<file path="src/rtl/piece_lock.sv">
// Locks a four-cell piece into the board: capture, range check, one cell write per
// cycle, then wait for the board's line-clear validation and accumulate cleared lines.
module piece_lock #(
    parameter int BOARD_W = 10,
    parameter int BOARD_H = 20,
    parameter int TIMEOUT = 4096
) (
    input  logic        clk,
    input  logic        rst,
    input  logic        lock_req,
    input  logic [15:0] cells_x,
    input  logic [19:0] cells_y,
    input  logic [23:0] piece_colour,
    input  logic        validate_done_flag,
    input  logic [1:0]  lines_cleared,
    output logic [3:0]  board_x,
    output logic [4:0]  board_y,
    output logic [23:0] write_colour,
    output logic        validate_start,
    output logic        write_done,
    output logic        busy,
    output logic        lock_done,
    output logic        lock_err,
    output logic [1:0]  last_lines,
    output logic [15:0] total_lines
);
    // state    | meaning
    // IDLE     | waiting for lock_req, piece inputs captured on request
    // CHECK    | range check of the captured cells
    // WRITE    | one cell per cycle to the board, idx 0..3
    // DONE     | write_done pulse
    // WAIT_VAL | waiting for validation, bounded by TIMEOUT
    // REPORT   | lock_done pulse, total updated on exit
    typedef enum logic [2:0] {
        S_IDLE, S_CHECK, S_WRITE, S_DONE, S_WAIT_VAL, S_REPORT
    } state_t;

    localparam int CW = (TIMEOUT > 2) ? $clog2(TIMEOUT) : 1;

    state_t         state_q, state_d;
    logic [1:0]     idx_q, idx_d;
    logic [CW-1:0]  cnt_q, cnt_d;
    logic [15:0]    cx_q, cx_d;
    logic [19:0]    cy_q, cy_d;
    logic [23:0]    col_q, col_d;
    logic [1:0]     last_q, last_d;
    logic [15:0]    total_q, total_d;

    logic           range_err;
    logic [3:0]     cell_x;
    logic [4:0]     cell_y;
    logic [16:0]    sum;

    always_comb begin
        range_err = 1'b0;
        for (int i = 0; i < 4; i++) begin
            if (int'(cx_q[4*i +: 4]) >= BOARD_W || int'(cy_q[5*i +: 5]) >= BOARD_H)
                range_err = 1'b1;
        end
    end

    always_comb begin
        cell_x = cx_q[3:0];
        cell_y = cy_q[4:0];
        case (idx_q)
            2'd1: begin cell_x = cx_q[7:4];   cell_y = cy_q[9:5];   end
            2'd2: begin cell_x = cx_q[11:8];  cell_y = cy_q[14:10]; end
            2'd3: begin cell_x = cx_q[15:12]; cell_y = cy_q[19:15]; end
            default: ;
        endcase
    end

    always_comb begin
        state_d        = state_q;
        idx_d          = idx_q;
        cnt_d          = cnt_q;
        cx_d           = cx_q;
        cy_d           = cy_q;
        col_d          = col_q;
        last_d         = last_q;
        total_d        = total_q;
        board_x        = '0;
        board_y        = '0;
        write_colour   = '0;
        validate_start = 1'b0;
        write_done     = 1'b0;
        lock_done      = 1'b0;
        lock_err       = 1'b0;
        busy           = (state_q != S_IDLE);
        sum            = {1'b0, total_q} + {15'd0, last_q};

        case (state_q)
            S_IDLE: begin
                if (lock_req) begin
                    cx_d    = cells_x;
                    cy_d    = cells_y;
                    col_d   = piece_colour;
                    state_d = S_CHECK;
                end
            end
            S_CHECK: begin
                if (range_err) begin
                    lock_err = 1'b1;
                    state_d  = S_IDLE;
                end else begin
                    idx_d   = '0;
                    state_d = S_WRITE;
                end
            end
            S_WRITE: begin
                validate_start = 1'b1;
                board_x        = cell_x;
                board_y        = cell_y;
                write_colour   = col_q;
                idx_d          = idx_q + 2'd1;
                if (idx_q == 2'd3)
                    state_d = S_DONE;
            end
            S_DONE: begin
                write_done = 1'b1;
                cnt_d      = '0;
                state_d    = S_WAIT_VAL;
            end
            S_WAIT_VAL: begin
                // the flag takes priority over a timeout landing in the same cycle
                if (validate_done_flag) begin
                    last_d  = lines_cleared;
                    state_d = S_REPORT;
                end else if (cnt_q == CW'(TIMEOUT - 1)) begin
                    lock_err = 1'b1;
                    state_d  = S_IDLE;
                end else begin
                    cnt_d = cnt_q + CW'(1);
                end
            end
            S_REPORT: begin
                lock_done = 1'b1;
                total_d   = sum[16] ? 16'hFFFF : sum[15:0];
                state_d   = S_IDLE;
            end
            default: state_d = S_IDLE;
        endcase
    end

    always_ff @(posedge clk or posedge rst) begin
        if (rst) begin
            state_q <= S_IDLE;
            idx_q   <= '0;
            cnt_q   <= '0;
            cx_q    <= '0;
            cy_q    <= '0;
            col_q   <= '0;
            last_q  <= '0;
            total_q <= '0;
        end else begin
            state_q <= state_d;
            idx_q   <= idx_d;
            cnt_q   <= cnt_d;
            cx_q    <= cx_d;
            cy_q    <= cy_d;
            col_q   <= col_d;
            last_q  <= last_d;
            total_q <= total_d;
        end
    end

    assign last_lines  = last_q;
    assign total_lines = total_q;
endmodule

</file>
<file path="config.mk">
export PLATFORM = sky130hd
export DESIGN_NAME = piece_lock
export DESIGN_NICKNAME = d
export VERILOG_FILES = /design/src/rtl/piece_lock.sv
export SDC_FILE = /design/constraint.sdc
export NUM_CORES = 1
export LEC_CHECK = 0
export ABC_AREA = 1
export CORE_AREA = 10 10 115 117
export CTS_CLUSTER_SIZE = 10
export DETAILED_ROUTE_END_ITERATION = 8
export DIE_AREA = 0 0 125 127
export GPL_ROUTABILITY_DRIVEN = 0
export MAX_ROUTING_LAYER = met4
export PLACE_DENSITY = 0.78
export SLEW_MARGIN = 20
export SYNTH_ARGS = -nofsm -noshare
export SYNTH_HDL_FRONTEND = slang
export SYNTH_SLANG_ARGS = --single-unit
</file>
<file path="constraint.sdc">
create_clock -name clk -period 2.9 [get_ports clk]
set_clock_uncertainty 0.2 [all_clocks]
set_input_delay 0.29 -clock clk [delete_from_list [all_inputs] [get_ports clk]]
set_output_delay 0.29 -clock clk [all_outputs]
set_load 0.02 [all_outputs]
</file>
# Yosys cells after proc, flatten, opt, wreduce, memory -nomap -nowiden
# Index checks and enable logic that the tools add are counted.
# classes
add_sub_neg,3
order_cmp,8
eq_ne,15
mux,28
n_reduce_logical,13
# op_table
cell,n
$mux W12,2
$mux W24,1
$pmux W12 S2,1
$ge A5 B5 Y1 const B,4
$add A16 B2 Y17,1
$ge A4 B4 Y1 const B,4
$mux W16,1
$pmux W3 S5,1
$pmux W5 S3,1
$add A12 B1 Y12 const B,1
$eq A12 B12 Y1 const B,1
$mux W3,4
$pmux W4 S3,1
$mux W1,10
$ne A2 B2 Y1 const B,5
$eq A3 B2 Y1 const B,2
$eq A3 B3 Y1 const B,2
$reduce_and A2 Y1,3
$reduce_and A3 Y1,2
$mux W5,1
$eq A2 B2 Y1 const B,2
$logic_or A1 B1 Y1,4
$mux W2,2
$mux W4,1
9 further kinds,10
# totals
ff_bits,95
out_inout_bits,56

# Depth between registers and ports, before layout
# Gate-level depths: netlist of the first run.
# depth
word_depth,8
mapped_depth,11
ltp_nobuf,11

# Worst setup path before layout of the first run
# No wires, ideal clock.
# synth_timing
path_type,register to register
startpoint,register total_q[0] (netlist: total_lines[0])
endpoint,register total_q[9] (netlist: total_lines[9])
setup_time_ps,69
arrival_ps,1874
path_slack_ps,757
path_stages_with_launch,12
period_less_slack_ps,2143
cell_sequence,dfrtp_1 > ha_1 > inv_1 > fa_1 > inv_1 > nand2_1 > nor2_4 > nand3_2 > nor2_1 > nand2_2 > buf_6 > nand3_1
# synth_via
elab_chain_len,2
# synth_lines
element,line_no,rtl
"start, declared",47,"logic [15:0] total_q, total_d;"
"start signal, assigned",163,total_q <= total_d;
$add A16 B2 Y17,90,"sum = {1'b0, total_q} + {15'd0, last_q};"
$mux W16,138,total_d = sum[16] ? 16'hFFFF : sum[15:0];
# No other way between the ends.
# A chain may end at the register's enable or synchronous reset.

# Worst setup path in the final report of the first run
# layout_timing
startpoint,register idx_q[0]
endpoint,output board_x[1]
# layout_via
elab_chain_len,3
elab_cells_between_ends,5
# layout_lines
element,line_no,rtl
"start, declared",41,"logic [1:0] idx_q, idx_d;"
"start signal, assigned",157,idx_q <= idx_d;
$eq A2 B2 Y1 or $eq A2 B1 Y1 (tied branches),65,case (idx_q)
$pmux W4 S3 *,65,
$mux W4 *,92,case (state_q)
"end, declared",16,"output logic [3:0] board_x,"
# Every way passes the cells marked *; elsewhere a longest branch is shown, timed or not.

==> results of run 1 <==
==> critical path, stage by stage, from the launching register on <==
cell	delay [ps]
sky130_fd_sc_hd__dfrtp_1	420
sky130_fd_sc_hd__inv_1	120
sky130_fd_sc_hd__ha_1	400
sky130_fd_sc_hd__a21oi_1	130
sky130_fd_sc_hd__a31oi_1	230
sky130_fd_sc_hd__clkdlybuf4s50_1	660
==> cell type report <==
cell class,instances,area (µm²),area share [%]
Sequential cell,95,2380,36.8
Inverter,56,216,3.35
Tap cell,143,179,2.77
Timing Repair Buffer,125,1260,19.5
Clock inverter,5,80.1,1.24
Multi-Input combinational cell,372,2090,32.4
Clock buffer,11,253,3.92
==> power by group <==
group / leakage (nW) / internal (W) / total [W] / switching, W
sequential: 1.16 / 0.00183 / 0.00215 / 0.000319
clock: 0.158 / 0.000800 / 0.00130 / 0.000504
combinational: 1.59 / 0.000929 / 0.00206 / 0.00113
total: 2.91 / 0.00356 / 0.00551 / 0.00195
==> state kept, by name, indices dropped and copies added, names as in the netlist <==
signal	flops
cnt_q	12
cy_q	20
idx_q	2
col_q	24
cx_q	16
total_lines	16
state_q	3
last_lines	2
==> placed cells by master, fill, tap and decap left out, types with 24 or more instances in the layout <==
cell and count:
sky130_fd_sc_hd__clkdlybuf4s50_1 119, sky130_fd_sc_hd__nand2_1 99, sky130_fd_sc_hd__dfrtp_1 95, sky130_fd_sc_hd__nor2_1 73, sky130_fd_sc_hd__inv_1 52, sky130_fd_sc_hd__nand3_1 40
sky130_fd_sc_hd__mux2_2 37, sky130_fd_sc_hd__a21oi_1 36, sky130_fd_sc_hd__o21ai_0 24
==> cell families after synthesis <==
group / after synthesis / share of synthesized area [%]
compound gates: 75 / 8.38
xor+xnor: 9 / 1.65
fa+ha+maj: 8 / 2.25
buf+inv: 75 / 6.81
flops: 95 / 49.7
mux: 37 / 8.72
simple gates: 243 / 22.5
==> per-stage QoR <==
stage / util (%) / hold WS (ps) / total power, W / std cells
2_1_floorplan: - / 240 / 0.00353 / 542
3_3_place_gp: 54.9 / 288 / 0.00412 / 791
3_5_place_dp: 54.9 / 300 / 0.00424 / 791
4_1_cts: 57.9 / 257 / 0.00556 / 807
5_1_grt: 58.0 / 295 / 0.00588 / 807
6_report: 58.0 / 202 / 0.00551 / 807
==> worst max-delay path by stage <==
stage,endpoint,slack [ps],cells past startpoint
after floorplan,total_lines[9],760,11
after global placement,lock_err,510,6
after detailed placement,lock_err,470,6
after CTS,lock_err,100,6
after global routing,board_x[1],40,5
final,board_x[1],110,5
==> what timing repair did <==
action / CTS / global route
setup endpoints to repair: 0 / 8
resized for setup: 0 / 4
endpoints found under the hold margin: 0 / 0
==> metal layers <==
metal	wire (µm)	part of all wire, %
met4	225	1.8
met5	0	0
met3	567	4.6
met2	6100	49
met1	5510	44
==> metrics.txt, run 1 <==
# TYPE chip_impl_metric gauge
chip_impl_metric{name="timing.critical_path.fanout_max",unit=""} 9
chip_impl_metric{name="tightestPinTransition",unit="ps"} 669
chip_impl_info{name="critical_path_class",value="register to output port"} 1
chip_impl_metric{name="number_of_global_route_vias_before_repair",unit=""} 4232
chip_impl_info{name="yosys-top-cells-area",value="sky130_fd_sc_hd__dfrtp_1 (50%), sky130_fd_sc_hd__mux2_2 (8.7%), sky130_fd_sc_hd__nand2_1 (7.8%)"} 1
chip_impl_metric{name="flow.area_growth_from_synthesis",unit="%"} 35.0
chip_impl_metric{name="total_number_of_yosys_warnings",unit=""} 0
chip_impl_metric{name="hold_viol",unit=""} 0
chip_impl_metric{name="max_clock_freq",unit="GHz"} 0.358
chip_impl_metric{name="placement_rows",unit=""} 39
chip_impl_metric{name="netlist.area_leader.share",unit="%"} 49.7
chip_impl_metric{name="setup_violations",unit=""} 0
chip_impl_metric{name="synth_cell_types",unit=""} 35
chip_impl_metric{name="core-area",unit="mm²"} 0.0111
chip_impl_metric{name="floorplan.die_area",unit="mm²"} 0.0159
chip_impl_info{name="yosysMostFrequentCell",value="sky130_fd_sc_hd__nand2_1"} 1
chip_impl_metric{name="use_met3",unit="%"} 3.76
chip_impl_metric{name="maxSlewViolCount",unit=""} 0
chip_impl_metric{name="globalRoute.totalOverflow",unit=""} 0
chip_impl_info{name="top_usage_layer",value="met2"} 1
chip_impl_metric{name="peakVddDrop",unit="mV"} 0.392
chip_impl_metric{name="clk_latency",unit="ps"} 350
chip_impl_info{name="cts_root_buffer",value="sky130_fd_sc_hd__clkbuf_16"} 1
chip_impl_metric{name="grt.met1_usage",unit="%"} 19.1
chip_impl_info{name="critPathCaptureType",value="output port"} 1
chip_impl_info{name="synthDominantAreaCellType",value="sky130_fd_sc_hd__dfrtp_1"} 1
chip_impl_metric{name="routed_wire_length_per_instance",unit="µm"} 15.4
chip_impl_metric{name="relSlewSlack",unit="%"} 55.4
chip_impl_metric{name="ant_nets",unit=""} 0
chip_impl_metric{name="clock_tree.buffer_depth",unit=""} 2
chip_impl_info{name="reg2reg_capture_point",value="total_lines[1]"} 1
chip_impl_info{name="rsz_0062_raised_after_global_routing",value="no"} 1
chip_impl_metric{name="fillCellCount",unit=""} 963
chip_impl_metric{name="setup-tns-final",unit="ps"} 0
chip_impl_metric{name="clock_sinks",unit=""} 95
chip_impl_metric{name="power.density_cell_area",unit="mW/mm²"} 854
chip_impl_metric{name="antenna_found_initial",unit=""} 0
chip_impl_info{name="type_of_the_worst_min_delay_path",value="primary input to asynchronous set/reset pin"} 1
chip_impl_metric{name="gr-usage-met2",unit="%"} 26.1
chip_impl_metric{name="synth.net_count",unit=""} 616
chip_impl_metric{name="start_util",unit="%"} 43.0
chip_impl_metric{name="critPathArrivalTime",unit="ps"} 2300
chip_impl_metric{name="post-route-min-period",unit="ps"} 2790
chip_impl_metric{name="async_flop_share",unit="%"} 100
chip_impl_metric{name="r2r.worst_path.cells",unit=""} 10
chip_impl_metric{name="cap_viol_max_count",unit=""} 0
chip_impl_metric{name="grt_start_max_net_pins",unit=""} 96
chip_impl_metric{name="leakage",unit="nW"} 2.91
chip_impl_metric{name="first_pass_grt_wire_length",unit="µm"} 20800
chip_impl_metric{name="post-route-period-util",unit="%"} 96.2
chip_impl_metric{name="die_h",unit="µm"} 127
chip_impl_metric{name="die-width",unit="µm"} 125
chip_impl_metric{name="drt_iter0_markers",unit=""} 415
chip_impl_info{name="tritoncts",value="yes"} 1
chip_impl_metric{name="synthesis.instances",unit=""} 542
chip_impl_metric{name="total_i_o_pin_count",unit=""} 122
chip_impl_metric{name="worst-endpoint-required",unit="ps"} 2410
chip_impl_metric{name="groute.usage.overall",unit="%"} 16.1
chip_impl_metric{name="post-cts-setup-buffer-count",unit=""} 0
chip_impl_metric{name="post-route-worst-setup-slack",unit="ps"} 110
chip_impl_metric{name="routed_wl",unit="µm"} 12400
chip_impl_metric{name="post-place-ws",unit="ps"} 472
chip_impl_metric{name="cts.reportedPaths.clkPinSlew",unit="ps"} 60
chip_impl_metric{name="postPlaceCellArea",unit="mm²"} 0.00611
chip_impl_metric{name="htreeDepth",unit=""} 3
chip_impl_metric{name="total_standard_cell_area_after_synthesis",unit="mm²"} 0.00478
chip_impl_info{name="ys.flop_type",value="sky130_fd_sc_hd__dfrtp_1"} 1
chip_impl_metric{name="finish.instance_area",unit="mm²"} 0.00645
chip_impl_metric{name="final_net_count",unit=""} 733
chip_impl_info{name="cp-startpoint",value="idx_q[0]"} 1
chip_impl_metric{name="antennaDiodeCount",unit=""} 0
chip_impl_metric{name="dp_hpwl",unit="µm"} 9170
chip_impl_metric{name="drive_gt1_share",unit="%"} 11.6
chip_impl_info{name="run_status",value="complete, no violations"} 1
chip_impl_metric{name="cts_made_buffers",unit=""} 9
chip_impl_metric{name="num_vias",unit=""} 4097
chip_impl_metric{name="synth-seq-cells",unit=""} 95
chip_impl_metric{name="regToRegSetupSlack",unit="ps"} 660
chip_impl_info{name="synth_top_cells_by_count",value="sky130_fd_sc_hd__nand2_1 (99), sky130_fd_sc_hd__dfrtp_1 (95), sky130_fd_sc_hd__nor2_1 (73), sky130_fd_sc_hd__inv_1 (53), sky130_fd_sc_hd__nand3_1 (41)"} 1
chip_impl_metric{name="firstDrtPassIters",unit=""} 5
chip_impl_metric{name="synth_edf_count",unit=""} 0
chip_impl_metric{name="remaining_drc_errors",unit=""} 0
chip_impl_metric{name="route.detailed.vias_per_inst",unit=""} 5.08
chip_impl_metric{name="share_of_synthesized_area_occupied_by_flip_flops_and_latches",unit="%"} 49.7
chip_impl_info{name="worstReg2RegStart",value="last_lines[0]"} 1
chip_impl_metric{name="io_buffers",unit=""} 121
chip_impl_metric{name="post_cts_hold_buffer_count",unit=""} 0
chip_impl_info{name="start_kind",value="register"} 1
chip_impl_metric{name="synth_area_per_cell",unit="µm²"} 8.82
(Power assumes the default switching activity.)
==> run 2, diff against run 1 <==
--- a/config.mk
+++ b/config.mk
@@ -13,6 +13,7 @@
 export GPL_ROUTABILITY_DRIVEN = 0
 export MAX_ROUTING_LAYER = met4
 export PLACE_DENSITY = 0.78
+export REMOVE_ABC_BUFFERS = 1
 export SLEW_MARGIN = 20
 export SYNTH_ARGS = -nofsm -noshare
 export SYNTH_HDL_FRONTEND = slang
==> run 2 against run 1 <==
  * Global-route usage fell by 0.34 points
  * Highest routed layer unchanged
  * Clock power down 10%
  * Power shrank 2.1%
  * Count of clock-buffer cells in the layout did not move
  * Routed wire length shrank 0.29%
  * Final area fell by 0.37%
  * Largest power group unchanged
  * Critical path depth rose by 1
==> metrics.txt, run 2 (synthesis gave the netlist of run 1 again) <==
# TYPE chip_impl_metric gauge
chip_impl_metric{name="route.met3.wl",unit="µm"} 464
chip_impl_metric{name="max_clock_freq",unit="GHz"} 0.364
chip_impl_metric{name="cts_made_buffers",unit=""} 9
chip_impl_metric{name="remaining_drc_errors",unit=""} 0
chip_impl_metric{name="leakage",unit="nW"} 2.92
chip_impl_metric{name="firstDrtPassIters",unit=""} 5
chip_impl_info{name="run_status",value="complete, no violations"} 1
chip_impl_metric{name="antenna_found_initial",unit=""} 0
chip_impl_metric{name="route.detailed.vias_per_inst",unit=""} 5.11
chip_impl_metric{name="setup_violations",unit=""} 0
chip_impl_metric{name="dp_hpwl",unit="µm"} 9240
chip_impl_metric{name="drt_iter0_markers",unit=""} 229
chip_impl_metric{name="core-area",unit="mm²"} 0.0111
chip_impl_metric{name="tightestPinTransition",unit="ps"} 594
chip_impl_metric{name="timing.critical_path.fanout_max",unit=""} 9
chip_impl_metric{name="total_i_o_pin_count",unit=""} 122
chip_impl_metric{name="post-route-min-period",unit="ps"} 2750
chip_impl_metric{name="finish.instance_area",unit="mm²"} 0.00643
chip_impl_info{name="routed.top_layer",value="met4"} 1
chip_impl_info{name="start_kind",value="register"} 1
chip_impl_metric{name="detail_route.wirelength.met1",unit="µm"} 5270
chip_impl_metric{name="post_cts_hold_buffer_count",unit=""} 0
chip_impl_info{name="slowest_stage",value="sky130_fd_sc_hd__clkdlybuf4s50_1"} 1
chip_impl_metric{name="cap_viol_max_count",unit=""} 0
chip_impl_metric{name="dpl.cell_count",unit=""} 792
chip_impl_info{name="mostFrequentLayoutCell",value="sky130_fd_sc_hd__clkdlybuf4s50_1"} 1
chip_impl_metric{name="globalRoute.totalOverflow",unit=""} 0
chip_impl_info{name="most-common-layout-cells",value="sky130_fd_sc_hd__clkdlybuf4s50_1 (118), sky130_fd_sc_hd__nand2_1 (99), sky130_fd_sc_hd__dfrtp_1 (95), sky130_fd_sc_hd__nor2_1 (73), sky130_fd_sc_hd__inv_1 (52)"} 1
chip_impl_metric{name="routed_wl",unit="µm"} 12400
chip_impl_metric{name="cts.reportedPaths.clkPinSlew",unit="ps"} 70
chip_impl_info{name="critPathCaptureType",value="output port"} 1
chip_impl_info{name="rsz_0062_raised_after_global_routing",value="no"} 1
chip_impl_info{name="type_of_the_worst_min_delay_path",value="primary input to asynchronous set/reset pin"} 1
chip_impl_info{name="top_registers",value="col_q: 24 flops, cy_q: 20 flops"} 1
chip_impl_metric{name="grt_start_max_net_pins",unit=""} 59
chip_impl_metric{name="num_vias",unit=""} 4121
chip_impl_metric{name="worst-endpoint-required",unit="ps"} 2410
chip_impl_metric{name="post-route-worst-setup-slack",unit="ps"} 152
chip_impl_metric{name="power.density_cell_area",unit="mW/mm²"} 839
chip_impl_metric{name="drive_gt1_share",unit="%"} 11.5
chip_impl_metric{name="wl_met2",unit="µm"} 6450
chip_impl_metric{name="fillCellCount",unit=""} 992
chip_impl_metric{name="die-width",unit="µm"} 125
chip_impl_metric{name="post-place-ws",unit="ps"} 435
chip_impl_info{name="register_with_the_most_flip_flops",value="col_q"} 1
chip_impl_metric{name="peakVddDrop",unit="mV"} 0.424
chip_impl_metric{name="first_pass_grt_wire_length",unit="µm"} 20400
chip_impl_metric{name="stdcell_count",unit=""} 806
chip_impl_metric{name="post-route-period-util",unit="%"} 94.7
chip_impl_metric{name="flow.area_growth_from_synthesis",unit="%"} 34.5
chip_impl_metric{name="post-cts-setup-buffer-count",unit=""} 0
chip_impl_metric{name="routed_wire_length_per_instance",unit="µm"} 15.3
chip_impl_info{name="cts_root_buffer",value="sky130_fd_sc_hd__clkbuf_16"} 1
chip_impl_metric{name="placement_rows",unit=""} 39
chip_impl_info{name="tritoncts",value="yes"} 1
chip_impl_metric{name="cts.repair.resized",unit=""} 0
chip_impl_metric{name="start_util",unit="%"} 43.0
chip_impl_metric{name="htreeDepth",unit=""} 3
chip_impl_metric{name="final_net_count",unit=""} 734
chip_impl_info{name="critPathMostFrequentCell",value="sky130_fd_sc_hd__inv_1"} 1
chip_impl_metric{name="io_buffers",unit=""} 121
chip_impl_metric{name="clock_sinks",unit=""} 95
chip_impl_metric{name="maxSlewViolCount",unit=""} 0
chip_impl_metric{name="clk_latency",unit="ps"} 340
chip_impl_info{name="worstPathCellList",value="inv_1 -> ha_1 -> inv_1 -> o21ai_0 -> a31oi_1 -> clkdlybuf4s50_1"} 1
chip_impl_metric{name="critPathArrivalTime",unit="ps"} 2260
chip_impl_metric{name="ant_nets",unit=""} 0
chip_impl_metric{name="groute.usage.overall",unit="%"} 15.8
chip_impl_metric{name="number_of_global_route_vias_before_repair",unit=""} 4282
chip_impl_metric{name="totalPowerFinal",unit="W"} 0.00539
chip_impl_metric{name="max_incr_delay_on_cp",unit="ps"} 650
chip_impl_metric{name="hold_viol",unit=""} 0
chip_impl_metric{name="antennaDiodeCount",unit=""} 0
chip_impl_metric{name="die_h",unit="µm"} 127
chip_impl_metric{name="clock_tree.buffer_depth",unit=""} 2
chip_impl_metric{name="floorplan.die_area",unit="mm²"} 0.0159
chip_impl_metric{name="postPlaceCellArea",unit="mm²"} 0.00613
chip_impl_info{name="critical_path_class",value="register to output port"} 1
chip_impl_metric{name="largest_reg_flops",unit=""} 24
chip_impl_metric{name="relSlewSlack",unit="%"} 60.4
run 2: layout make-up:
cell class,count,area [µm²],share of cell area (%)
Inverter,56,214,3.33
Tap cell,143,179,2.78
Sequential cell,95,2380,37.0
Clock inverter,3,43.8,0.681
Timing Repair Buffer,126,1280,19.9
Multi-Input combinational cell,372,2090,32.5
Clock buffer,11,243,3.78
run 2: layer usage:
metal	vias to the layer above	GRT usage, %
met1	2002	17.8
met3	13	3.35
met4	0	5.76
met5	-	-
met2	100	27.2
li1	2006	-
run 2: worst paths after layout:
path | from | endpoint | slack (ps) | cells after the start
worst max-delay path | idx_q[0] | board_x[2] | 150 | 6
worst min-delay path | rst | total_lines[2] | 100 | 2
worst max register to register | total_lines[0] | total_lines[1] | 660 | 10
worst min register to register | cx_q[0] | cx_q[0] | 300 | 1
max in group asynchronous | rst | col_q[22] | 1510 | 4
min in group clk | cx_q[0] | cx_q[0] | 300 | 1
run 2: worst max-delay path, delay by kind of cell (launching register included):
kind | cells | cell delay (ps)
buffers and inverters | 3 | 960
flip-flops | 1 | 390
AO/OA/AOI/OAI | 2 | 350
adder cells (fa/ha/maj) | 1 | 220
run 2: power breakdown:
part | total [W] | internal (W) | switching (W)
combinational | 0.00209 | 0.000949 | 0.00115
clock | 0.00117 | 0.000684 | 0.000483
sequential | 0.00213 | 0.00183 | 0.000301
run 2: per-stage QoR:
| step | util [%] | hold slack (ps) | TNS, ps |
|---|---|---|---|
| 3_3_place_gp | 55.1 | 287 | 0 |
| 2_1_floorplan | - | 240 | -23460 |
| 5_1_grt | 57.8 | 123 | 0 |
| 3_5_place_dp | 55.1 | 291 | 0 |
| 4_1_cts | 57.7 | 103 | 0 |
| 6_report | 57.8 | 98.1 | 0 |
==> run 3, diff against run 2 <==
--- a/config.mk
+++ b/config.mk
@@ -6,6 +6,7 @@
 export NUM_CORES = 1
 export LEC_CHECK = 0
 export ABC_AREA = 1
+export CAP_MARGIN = 5
 export CORE_AREA = 10 10 115 117
 export CTS_CLUSTER_SIZE = 10
 export DETAILED_ROUTE_END_ITERATION = 8
==> results of run 3 <==
Final layout, timing and power as in run 2 (identical DEF).
